==> src/rtl/keypad_digit_scanner_if.sv <==
`default_nettype none
// ============================================================================
//  Module      : keypad_digit_scanner_if
//  Description : Key input and multiplexed display bus of keypad_digit_scanner.
//  Revision    : 1.0 - initial release
// ============================================================================
interface keypad_digit_scanner_if #(
    parameter int DIGITS = 4
);
    logic [3:0]                      key_code;
    logic                            key_valid;
    logic [3:0]                      digit_nib;
    logic [DIGITS-1:0]               anode;
    logic                            blank;
    logic [$clog2(DIGITS+1)-1:0]     entry_count;
    logic                            press_pulse;

    // master: keypad scanner / display side; slave: the digit scanner itself
    modport master (
        output key_code, key_valid,
        input  digit_nib, anode, blank, entry_count, press_pulse
    );

    modport slave (
        input  key_code, key_valid,
        output digit_nib, anode, blank, entry_count, press_pulse
    );
endinterface
`default_nettype wire

==> src/rtl/keypad_digit_scanner.sv <==
`default_nettype none
// ============================================================================
//  Module      : keypad_digit_scanner
//  Description : Debounces keypad codes into a DIGITS-deep shift buffer and
//                time-multiplexes it onto a common-anode display.
//                Optional macro KEYPAD_CLEAR_KEY_EN: code 4'hC clears buffer.
//  Revision    : 1.0 - initial release
// ============================================================================
module keypad_digit_scanner #(
    parameter int DIGITS        = 4,
    parameter int STABLE_CYCLES = 50000,
    parameter int REFRESH_DIV   = 100000
) (
    input  wire logic              clk,
    input  wire logic              rst,
    keypad_digit_scanner_if.slave  bus
);

    localparam int CNT_W = $clog2(STABLE_CYCLES);
    localparam int REF_W = $clog2(REFRESH_DIV);
    localparam int IDX_W = $clog2(DIGITS);
    localparam int ENT_W = $clog2(DIGITS + 1);

    localparam logic [CNT_W-1:0] CNT_LAST   = CNT_W'(STABLE_CYCLES - 1);
    localparam logic [REF_W-1:0] REF_LAST   = REF_W'(REFRESH_DIV - 1);
    localparam logic [IDX_W-1:0] IDX_LAST   = IDX_W'(DIGITS - 1);
    localparam logic [ENT_W-1:0] ENT_FULL   = ENT_W'(DIGITS);
    localparam logic [3:0]       CLEAR_CODE = 4'hC;

    localparam logic [1:0] S_IDLE         = 2'd0;
    localparam logic [1:0] S_PRESS_WAIT   = 2'd1;
    localparam logic [1:0] S_HELD         = 2'd2;
    localparam logic [1:0] S_RELEASE_WAIT = 2'd3;

    logic [1:0]        state_q, state_d;
    logic [CNT_W-1:0]  cnt_q, cnt_d;
    logic [3:0]        cand_q, cand_d;
    logic              accept_q, accept_d;
    logic              press_pulse_q, press_pulse_d;
    logic [3:0]        digit_buf_q [DIGITS];
    logic [3:0]        digit_buf_d [DIGITS];
    logic [ENT_W-1:0]  entry_count_q, entry_count_d;
    logic [REF_W-1:0]  refresh_q, refresh_d;
    logic [IDX_W-1:0]  idx_q, idx_d;
    logic [DIGITS-1:0] anode_q, anode_d;
    logic [3:0]        digit_nib_q, digit_nib_d;
    logic              blank_q, blank_d;
    logic              do_clear;

    always_comb begin
        state_d  = state_q;
        cnt_d    = cnt_q;
        cand_d   = cand_q;
        accept_d = 1'b0;
        case (state_q)
            S_IDLE: begin
                if (bus.key_valid) begin
                    state_d = S_PRESS_WAIT;
                    cand_d  = bus.key_code;
                    cnt_d   = '0;
                end
            end
            S_PRESS_WAIT: begin
                if (!bus.key_valid || (bus.key_code != cand_q)) begin
                    state_d = S_IDLE;
                end else if (cnt_q == CNT_LAST) begin
                    state_d  = S_HELD;
                    accept_d = 1'b1;
                end else begin
                    cnt_d = cnt_q + CNT_W'(1);
                end
            end
            S_HELD: begin
                // Code changes while held are deliberately ignored.
                if (!bus.key_valid) begin
                    state_d = S_RELEASE_WAIT;
                    cnt_d   = '0;
                end
            end
            S_RELEASE_WAIT: begin
                if (bus.key_valid) begin
                    state_d = S_HELD;
                end else if (cnt_q == CNT_LAST) begin
                    state_d = S_IDLE;
                end else begin
                    cnt_d = cnt_q + CNT_W'(1);
                end
            end
            default: state_d = S_IDLE;
        endcase
    end

`ifdef KEYPAD_CLEAR_KEY_EN
    assign do_clear = (cand_q == CLEAR_CODE);
`else
    assign do_clear = 1'b0;
`endif

    always_comb begin
        digit_buf_d   = digit_buf_q;
        entry_count_d = entry_count_q;
        press_pulse_d = accept_q;
        if (accept_d && do_clear) begin
            for (int i = 0; i < DIGITS; i++) begin
                digit_buf_d[i] = 4'h0;
            end
            entry_count_d = '0;
        end else if (accept_d) begin
            for (int i = DIGITS - 1; i > 0; i--) begin
                digit_buf_d[i] = digit_buf_q[i-1];
            end
            digit_buf_d[0] = cand_q;
            if (entry_count_q != ENT_FULL) begin
                entry_count_d = entry_count_q + ENT_W'(1);
            end
        end
    end

    always_comb begin
        refresh_d = refresh_q + REF_W'(1);
        idx_d     = idx_q;
        if (refresh_q == REF_LAST) begin
            refresh_d = '0;
            idx_d     = (idx_q == IDX_LAST) ? '0 : idx_q + IDX_W'(1);
        end
        // Display registers sample the current index and buffer, one cycle behind.
        anode_d     = ~(DIGITS'(1) << idx_q);
        digit_nib_d = digit_buf_q[idx_q];
        blank_d     = (ENT_W'(idx_q) >= entry_count_q);
    end

    always_ff @(posedge clk) begin
        if (rst) begin
            state_q       <= S_IDLE;
            cnt_q         <= '0;
            cand_q        <= 4'h0;
            accept_q      <= 1'b0;
            press_pulse_q <= 1'b0;
            for (int i = 0; i < DIGITS; i++) begin
                digit_buf_q[i] <= 4'h0;
            end
            entry_count_q <= '0;
            refresh_q     <= '0;
            idx_q         <= '0;
            anode_q       <= {{(DIGITS-1){1'b1}}, 1'b0};
            digit_nib_q   <= 4'h0;
            blank_q       <= 1'b1;
        end else begin
            state_q       <= state_d;
            cnt_q         <= cnt_d;
            cand_q        <= cand_d;
            accept_q      <= accept_d;
            press_pulse_q <= press_pulse_d;
            digit_buf_q   <= digit_buf_d;
            entry_count_q <= entry_count_d;
            refresh_q     <= refresh_d;
            idx_q         <= idx_d;
            anode_q       <= anode_d;
            digit_nib_q   <= digit_nib_d;
            blank_q       <= blank_d;
        end
    end

    assign bus.digit_nib   = digit_nib_q;
    assign bus.anode       = anode_q;
    assign bus.blank       = blank_q;
    assign bus.entry_count = entry_count_q;
    assign bus.press_pulse = press_pulse_q;

endmodule
`default_nettype wire

==> src/flat_wrapper.sv <==
// flat-port wrapper written by rule: the top's interface ports become plain ports
module keypad_digit_scanner_flat 
#(
    parameter int DIGITS        = 4,
    parameter int STABLE_CYCLES = 50000,
    parameter int REFRESH_DIV   = 100000
)
  (clk, rst, bus_key_code, bus_key_valid, bus_digit_nib, bus_anode, bus_blank, bus_entry_count, bus_press_pulse);
  keypad_digit_scanner_if #(.DIGITS(DIGITS)) bus_i ();
  input  wire logic clk;
  input  wire logic rst;
  input wire logic [$bits(bus_i.key_code)-1:0] bus_key_code;
  input wire logic [$bits(bus_i.key_valid)-1:0] bus_key_valid;
  output wire logic [$bits(bus_i.digit_nib)-1:0] bus_digit_nib;
  output wire logic [$bits(bus_i.anode)-1:0] bus_anode;
  output wire logic [$bits(bus_i.blank)-1:0] bus_blank;
  output wire logic [$bits(bus_i.entry_count)-1:0] bus_entry_count;
  output wire logic [$bits(bus_i.press_pulse)-1:0] bus_press_pulse;
  assign bus_i.key_code = bus_key_code;
  assign bus_i.key_valid = bus_key_valid;
  assign bus_digit_nib = bus_i.digit_nib;
  assign bus_anode = bus_i.anode;
  assign bus_blank = bus_i.blank;
  assign bus_entry_count = bus_i.entry_count;
  assign bus_press_pulse = bus_i.press_pulse;
  keypad_digit_scanner #(.DIGITS(DIGITS), .STABLE_CYCLES(STABLE_CYCLES), .REFRESH_DIV(REFRESH_DIV)) u_core (.clk(clk), .rst(rst), .bus(bus_i));
endmodule
==> config.mk <==
export PLATFORM = sky130hd
export DESIGN_NAME = keypad_digit_scanner_flat
export DESIGN_NICKNAME = d
export VERILOG_FILES = /design/src/rtl/keypad_digit_scanner_if.sv /design/src/rtl/keypad_digit_scanner.sv /design/src/flat_wrapper.sv
export SDC_FILE = /design/constraint.sdc
export NUM_CORES = 1
export LEC_CHECK = 0
export CORE_MARGIN = 2
export CORE_UTILIZATION = 50
export DETAILED_ROUTE_END_ITERATION = 10
export PLACE_DENSITY = 0.69
export SYNTH_ARGS = -nofsm -noshare
export SYNTH_HDL_FRONTEND = slang
export SYNTH_SLANG_ARGS = --single-unit
==> constraint.sdc <==
create_clock -name clk -period 3.14 [get_ports clk]
set_input_delay 0.314 -clock clk [delete_from_list [all_inputs] [get_ports clk]]
set_output_delay 0.314 -clock clk [all_outputs]
set_load 0.02 [all_outputs]
==> results of run 1 <==
worst max-delay path: cells and delay by family, from the launching register on:
family / cells / cell delay, ns
AND/OR/NAND/NOR: 4 / 1.77
flip-flops: 1 / 0.42
multiplexers: 1 / 0.28
power by group:
part / switching, mW / total, mW / internal, mW
Combinational: 0.0463 / 0.0733 / 0.0270
Sequential: 0.00712 / 0.915 / 0.908
Clock: 0.348 / 0.817 / 0.469
cells in the final DEF (no fill, tap or decap), types with 2 or more instances in the layout:
cell type,count
a21oi_1,20
and2_1,7
and3_1,6
and4_1,5
buf_4,6
bufinv_16,2
clkbuf_8,10
clkdlybuf4s50_1,19
dfxtp_1,71
ha_1,10
inv_1,9
mux2i_1,20
mux4_2,4
nand2_1,25
nand2b_1,3
nand3_1,12
nand4_1,8
nand4b_1,4
nor2_1,52
nor2b_1,3
nor3_1,5
nor4_1,3
o211ai_1,4
o21ai_0,13
o32ai_1,2
or2_2,2
or3_1,5
or4_1,3
or4b_2,2
xnor2_1,11
xor2_1,11
per-stage QoR:
| step | total power [mW] | setup WS, ns | hold slack [ns] | instances | area [sq um] |
|---|---|---|---|---|---|
| 2_1_floorplan | 0.983 | 0.893 | 0.414 | 344 | 3160 |
| 3_3_place_gp | 1.01 | 0.572 | 0.441 | 430 | 3420 |
| 3_5_place_dp | 1.01 | 0.527 | 0.452 | 430 | 3420 |
| 4_1_cts | 1.82 | 0.525 | 0.469 | 446 | 3640 |
| 5_1_grt | 1.87 | 0.388 | 0.488 | 446 | 3640 |
| 6_report | 1.81 | 0.530 | 0.461 | 446 | 3640 |
state kept, by name, summed over array words and instances (netlist names):
name                    cells
u_core.bus.press_pulse      1
u_core.digit_buf_q         16
u_core.refresh_q           17
u_core.bus.entry_count      3
u_core.state_q              2
u_core.bus.digit_nib        4
u_core.bus.anode            4
u_core.cand_q               4
u_core.accept_q             1
u_core.bus.blank            1
u_core.cnt_q               16
u_core.idx_q                2
final timing paths:
path,end,slack [ns],depth (start not counted)
worst max-delay path,u_core.digit_buf_q[6],0.53,5
worst min-delay path,u_core.bus.press_pulse,0.46,1
worst max register to register,u_core.digit_buf_q[6],0.53,5
worst min register to register,u_core.bus.press_pulse,0.46,1
metal layers:
| metal | wire, um | up-vias |
|---|---|---|
| met4 | 120 | 0 |
| met2 | 2740 | 38 |
| met5 | 0 | - |
| met1 | 3190 | 1153 |
| met3 | 189 | 10 |
| li1 | - | 1247 |
cells by family after synthesis:
logic type | after synthesis | share of synthesized area
XOR/XNOR | 22 | 0.0609
adder cells (fa/ha/maj) | 10 | 0.0396
AO/OA/AOI/OAI | 44 | 0.0807
AND/OR/NAND/NOR | 149 | 0.243
buffers and inverters | 24 | 0.0340
multiplexers | 24 | 0.0918
flip-flops | 71 | 0.450
cell type report:
cell class | instances | area, sq um | share of cell area
multi-input cells | 249 | 1630 | 0.448
clock buffers | 11 | 141 | 0.0388
inverters | 10 | 37.5 | 0.0103
repair buffers | 25 | 235 | 0.0646
well taps | 75 | 93.8 | 0.0258
flip-flops and latches | 71 | 1420 | 0.390
clock inverters | 5 | 81.3 | 0.0223
==> results_dict.tcl, run 1 <==
set metrics [dict create \
    status "complete, no violations" \
    initial_core_util 0.525 \
    ys_ff_latch 71 \
    yosysUniqueCellTypes 41 \
    grt.total_usage 0.194 \
    cts_hold_buf 0 \
    area_growth_syn_to_layout_pct 15.2 \
    overflow 0 \
    clk_path_buf_depth 2 \
    yosys.cell_count.top_type "dfxtp_1" \
    clkLatencyLatePin_ns 0.35 \
    htreeDepth 3 \
    num_rows 28 \
    die_h_um 83.5 \
    tns_ns 0 \
    drt-total-wl_mm 6.24 \
    vdd_drop_max_mv 0.350 \
    grt_pass1_vias 2322 \
    busiest_layer "met2" \
    drive_above_1_share 0.0836 \
    skew_ns 0.00995 \
    syn-cell-area_sq_um 3160 \
    post_cts.repair.setup_buffers 0 \
    worstSetupPathType "flip-flop to flip-flop" \
    place_congestion 0.805 \
    cts_tree "done" \
    yosysSeqAreaShare 0.450 \
    syn_avg_cell_area_sq_um 9.19 \
    fin_crit_ns 2.61 \
    setup_viol 0 \
    maxCapViolations 0 \
    power_leakage_nw 1.43 \
    yosysWarnings 0 \
    synth_largest_area_cell "dfxtp_1" \
    cts_root_buf "clkbuf_8" \
    grt_max_degree 33 \
    ys.flop_type "dfxtp_1" \
    n_antenna_cell 0 \
    die_w_um 83.5 \
    fmaxAchievable_mhz 383 \
    synth_edf_count 0 \
    finalHoldViolations 0 \
    critPathCaptureType "flip-flop" \
    cts.sinks 71 \
    max_stage_delay_ns 0.70 \
    synthCells 344 \
    grt_first_pass_wirelength_mm 10.9 \
    crit_chain "or4b_1, or4_4, or3_1, mux2i_1, nor2_1" \
    worstPathRequired_ns 3.37 \
    die_area_sq_um 6980 \
    hold_path_class "flip-flop to flip-flop" \
    tightest_slew_ns 0.892 \
    drc_errors 0 \
    synth_area_leaders "dfxtp_1 (45%), mux2i_1 (6.3%), nor2_1 (6.2%)" \
    boundaryPins 20 \
    grt_antenna_before_repair 0 \
    ctsResizeCount 0 \
    period_share 0.831 \
    first_pass_iters 4 \
    async_flop_share 0 \
    synth_common_cells "dfxtp_1 (71), nor2_1 (52), nand2_1 (25)" \
    slew_viol_final 0 \
    max_slew_margin 0.405 \
    rsz0062_at_grt "false" \
    worst_path_max_delay_cell "or3_1" \
    synth_nets 361 \
    setup.worst_path.start "u_core.cnt_q[6]" \
    synth_top_cell_area_share 0.450 \
    cp-start-kind "flip-flop" \
    min_from "u_core.accept_q" \
    fillers 547 \
    met1_usage 0.269 \
    cp.arrival_ns 2.84 \
    drt_iter0_drc 134 \
    ant_nets 0 \
    use_met3 0.0366 \
    vias_per_cell 5.49 \
    use_met2 0.287 \
    path_max_fanout 16 \
    r2r-start "u_core.cnt_q[6]" \
    dp_hpwl_mm 4.27 \
    core_region_area_sq_um 6030 \
    cellPowerDensity_nw_per_um2 496 \
    dr_total_vias 2448 \
    wire_per_inst_um 14.0 \
    cts_buffers 9 \
    finalCoreUtilization 0.605 \
    finalNetCount 383 \
    clkTransAtPathRegs_ns 0.08 \
    io_buffers 19 \
]
Note: power is estimated with default switching activity, not from simulation.
==> inputs of run 2 (changes only) <==
- PLACE_DENSITY: 0.69 -> 0.72
- clock period: 3.14 -> 2.4 ns (I/O delays scaled with it)
==> results_dict.tcl, run 2 (synthesized netlist as in run 1, its figures left out) <==
set metrics [dict create \
    status "complete, no violations" \
    place_congestion 0.843 \
    n_antenna_cell 0 \
    maxCapViolations 0 \
    max_slew_margin 0.678 \
    overflow 0 \
    fin_crit_ns 2.28 \
    vdd_drop_max_mv 0.436 \
    area_growth_syn_to_layout_pct 16.5 \
    hold_path_class "flip-flop to flip-flop" \
    path_max_fanout 16 \
    top_regs "u_core.refresh_q: 17 flops, u_core.cnt_q: 16 flops, u_core.digit_buf_q: 16 flops" \
    post_cts.repair.setup_buffers 0 \
    layout_commonest_cell "dfxtp_1" \
    initial_core_util 0.525 \
    largest_reg_flops 17 \
    skew_ns 0.0106 \
    htreeDepth 3 \
    dp.cells 439 \
    grt_first_pass_wirelength_mm 10.7 \
    cellPowerDensity_nw_per_um2 591 \
    num_rows 28 \
    finalHoldViolations 0 \
    cts.sinks 71 \
    grt_antenna_before_repair 0 \
    power_leakage_nw 1.46 \
    tns_ns 0 \
    cp.arrival_ns 2.50 \
    grt_max_degree 27 \
    die_area_sq_um 6980 \
    boundaryPins 20 \
    cp-start-kind "flip-flop" \
    drive_above_1_share 0.105 \
    io_buffers 19 \
    fmaxAchievable_mhz 439 \
    clk_path_buf_depth 2 \
    period_share 0.950 \
    dp_hpwl_mm 4.38 \
    vias_per_cell 5.47 \
    finalNetCount 392 \
    drc_errors 0 \
    cts_root_buf "clkbuf_8" \
    ctsResizeCount 0 \
    cts_hold_buf 0 \
    wire_per_inst_um 13.7 \
    critPathCaptureType "flip-flop" \
    worstPathRequired_ns 2.62 \
    whs_ns 0.445 \
    core_region_area_sq_um 6030 \
    grt_pass1_vias 2334 \
    r2r_slack_ns 0.12 \
    ant_nets 0 \
    drt-total-wl_mm 6.25 \
    clkTransAtPathRegs_ns 0.07 \
    die_w_um 83.5 \
    instances_no_fill 455 \
    cts_buffers 9 \
    first_pass_iters 4 \
    rsz0062_at_grt "false" \
    cts_tree "done" \
    regMostFlops "u_core.refresh_q" \
    final_cell_mix "dfxtp_1 (71), nor2_1 (52), nand2_1 (25)" \
    worstSetupPathType "flip-flop to flip-flop" \
    setup_viol 0 \
    clkLatencyLatePin_ns 0.35 \
    slew_viol_final 0 \
    drt_iter0_drc 115 \
    finalCoreUtilization 0.612 \
    grt.total_usage 0.189 \
    die_h_um 83.5 \
    tightest_slew_ns 0.483 \
    dr_total_vias 2490 \
]
## run 2: area by class of cell
type	count	area, sq um
multi-input cells	249	1630
flip-flops and latches	71	1420
clock buffers	12	155
repair buffers	34	315
inverters	10	37.5
well taps	75	93.8
clock inverters	4	28.8
fillers	522	2340
## run 2: per-stage QoR
| step | setup WS, ns | instance area (sq um) | power (mW) |
|---|---|---|---|
| after floorplan | 0.153 | 3160 | 1.29 |
| after global placement | 0.197 | 3500 | 1.33 |
| after detailed placement | 0.137 | 3500 | 1.33 |
| after CTS | 0.100 | 3680 | 2.21 |
| after global routing | 0.00994 | 3680 | 2.26 |
| final | 0.120 | 3680 | 2.18 |
## run 2: worst max-delay path, stage by stage, from the launching register on
cell and delay [ns]:
dfxtp_1 0.34, or4b_1 0.51, or4_4 0.55, or3_1 0.37, buf_12 0.18, mux2i_1 0.16
nor2_1 0.05
## run 2: path summary, 6_finish.rpt
path                            end        startpoint  depth (start not counted)
max           u_core.digit_buf_q[2]  u_core.cnt_q[10]                          6
min          u_core.bus.press_pulse   u_core.accept_q                          1
min reg2reg  u_core.bus.press_pulse   u_core.accept_q                          1
max reg2reg   u_core.digit_buf_q[2]  u_core.cnt_q[10]                          6
## run 2: report_power, final
group | total [mW] | switching, mW | internal, mW | leakage [nW]
clock | 0.877 | 0.443 | 0.434 | 0.0890
combinational | 0.103 | 0.0625 | 0.0407 | 0.798
sequential | 1.20 | 0.00968 | 1.19 | 0.573
total | 2.18 | 0.515 | 1.66 | 1.46
## run 2: per-layer routing
layer / wire [um] / global-route usage / up-vias / share of wire
li1: - / - / 1269 / -
met1: 3100 / 0.252 / 1167 / 0.50
met2: 2820 / 0.290 / 48 / 0.45
met3: 270 / 0.0682 / 6 / 0.043
met4: 53 / 0.0587 / 0 / 0.0085
met5: 0 / 0 / - / 0
==> inputs of run 3 (changes only) <==
- CAP_MARGIN: not set -> 25
- CORE_ASPECT_RATIO: not set -> 0.6
- SETUP_SLACK_MARGIN: not set -> 0.4
==> results_dict.tcl, run 3 (synthesized netlist as in run 1, its figures left out) <==
set metrics [dict create \
    worstPathRequired_ns 2.64 \
    maxCapViolations 0 \
    vdd_drop_max_mv 0.653 \
    rsz0062_at_grt "true" \
    period_share 0.948 \
    p_seq_frac 0.528 \
    clk_path_buf_depth 2 \
    placed_area_sq_um 3520 \
    final_cell_mix "dfxtp_1 (64), nor2_1 (52), nand2_1 (25)" \
    worstSetupPathType "flip-flop to flip-flop" \
    cts_hold_buf 0 \
    grt_antenna_before_repair 0 \
    r2r-start "u_core.cnt_q[13]" \
    vias_per_cell 5.51 \
    slew_viol_final 0 \
    dp_hpwl_mm 4.68 \
    max_slew_margin 0.686 \
    drt_iter0_drc 131 \
    comb_power_share 0.056 \
    dr_total_vias 2606 \
    r2r_slack_ns 0.13 \
    grt_max_degree 21 \
    ff2ff_path_depth 6 \
    cts.sinks 71 \
    area_growth_syn_to_layout_pct 22.6 \
    tightest_slew_ns 0.471 \
    boundaryPins 20 \
    hold_path_class "flip-flop to flip-flop" \
    grt_first_pass_wirelength_mm 11.8 \
    drc_errors 0 \
    die_h_um 65.6 \
    path_max_fanout 16 \
    finalHoldViolations 0 \
    clockPowerShare 0.416 \
    cts_buffers 9 \
    n_antenna_cell 0 \
    initial_core_util 0.517 \
    grt.total_usage 0.223 \
    cp.arrival_ns 2.52 \
    tns_ns 0 \
    cts_tree "done" \
    core_region_area_sq_um 6110 \
    min_from "u_core.refresh_q[0]" \
    top_regs "u_core.refresh_q: 17 flops, u_core.cnt_q: 16 flops, u_core.digit_buf_q: 16 flops" \
    power_leakage_nw 1.54 \
    largest_reg_flops 17 \
    drive_above_1_share 0.172 \
    swShare 0.241 \
    layout_commonest_cell "dfxtp_1" \
    whs_path_depth 1 \
    cp-start-kind "flip-flop" \
    fmaxAchievable_mhz 440 \
    whs_ns 0.464 \
    die_area_sq_um 7000 \
    die_w_um 107 \
    cellPowerDensity_nw_per_um2 586 \
    holdPathEnd "u_core.refresh_q[0]" \
    finalNetCount 402 \
    skew_ns 0.00970 \
    wire_per_inst_um 14.7 \
    io_buffers 19 \
    p_int_mw 1.72 \
    place_congestion 0.891 \
    finalPower_mw 2.27 \
    htreeDepth 3 \
    first_pass_iters 4 \
    fin_area_sq_um 3880 \
    fin_crit_ns 2.27 \
    overflow 0 \
    status "complete, no violations" \
    setup_viol 0 \
    fillers 541 \
    finalCoreUtilization 0.634 \
    timing.rr.end "u_core.digit_buf_q[15]" \
    clkTransAtPathRegs_ns 0.08 \
    regMostFlops "u_core.refresh_q" \
    num_rows 22 \
    grt_pass1_vias 2436 \
    clkLatencyLatePin_ns 0.36 \
    power.switching_mw 0.548 \
    critPathCaptureType "flip-flop" \
    cts_root_buf "clkbuf_8" \
    ant_nets 0 \
    drt-total-wl_mm 6.94 \
]
==> run 3: cell count changes in the layout (fill, tap and decap cells not counted), sizes merged <==
cell	change
buf	+10
clkbuf	-3
bufinv	+1
clkinv	+1
==> run 3: power by group through the flow <==
stage	registers, mW	clock network [mW]	logic [mW]
2_1_floorplan	1.22	0	0.0654
3_3_place_gp	1.22	0	0.101
3_5_place_dp	1.22	0	0.102
4_1_cts	1.20	0.969	0.116
5_1_grt	1.20	1.02	0.139
6_report	1.20	0.945	0.127
==> run 3: through the flow <==
stage               std cells  setup slack [ns]
floorplan                 344             0.156
global placement          448             0.146
global route              473            0.0672
detailed placement        448            0.0935
finish                    473             0.126
CTS                       468             0.135
==> run 3: worst max-delay path by stage <==
stage	end	start
after global routing	u_core.digit_buf_q[15]	u_core.cnt_q[13]
after global placement	u_core.digit_buf_q[5]	u_core.cnt_q[6]
after detailed placement	u_core.digit_buf_q[5]	u_core.cnt_q[6]
after floorplan	u_core.digit_buf_q[0]	u_core.cnt_q[7]
after CTS	u_core.digit_buf_q[13]	u_core.cnt_q[13]
final	u_core.digit_buf_q[15]	u_core.cnt_q[13]
==> run 3: per-layer routing <==
layer	routed length, um	global-route usage	up-vias
met2	2990	0.328	61
met5	0	0	-
met4	30	0.0584	0
li1	-	-	1290
met1	3580	0.306	1253
met3	342	0.0893	2
==> run 3: final cells by class <==
cell class                      instances  area [sq um]  area share
Inverter                               10          37.5     0.00968
Timing Repair Buffer                   44           398       0.103
Multi-Input combinational cell        249          1710       0.440
Tap cell                               84           105      0.0271
Clock inverter                          6          71.3      0.0184
Sequential cell                        71          1440       0.370
Clock buffer                            9           124      0.0320
==> run 3: critical path, stage by stage, from the launching register on <==
cell,delay (ns)
dfxtp_1,0.32
or4bb_1,0.54
or4_4,0.55
or3_4,0.35
buf_12,0.17
mux2i_1,0.16
nor2_1,0.05
==> run 3: repair_timing <==
| item | 4_1_cts | 5_1_grt |
|---|---|---|
| cloned | 1 | 0 |
| setup endpoints to repair | 28 | 49 |
| pin swaps | 5 | 5 |
| gates resized for setup | 13 | 13 |
| setup buffers | 4 | 5 |
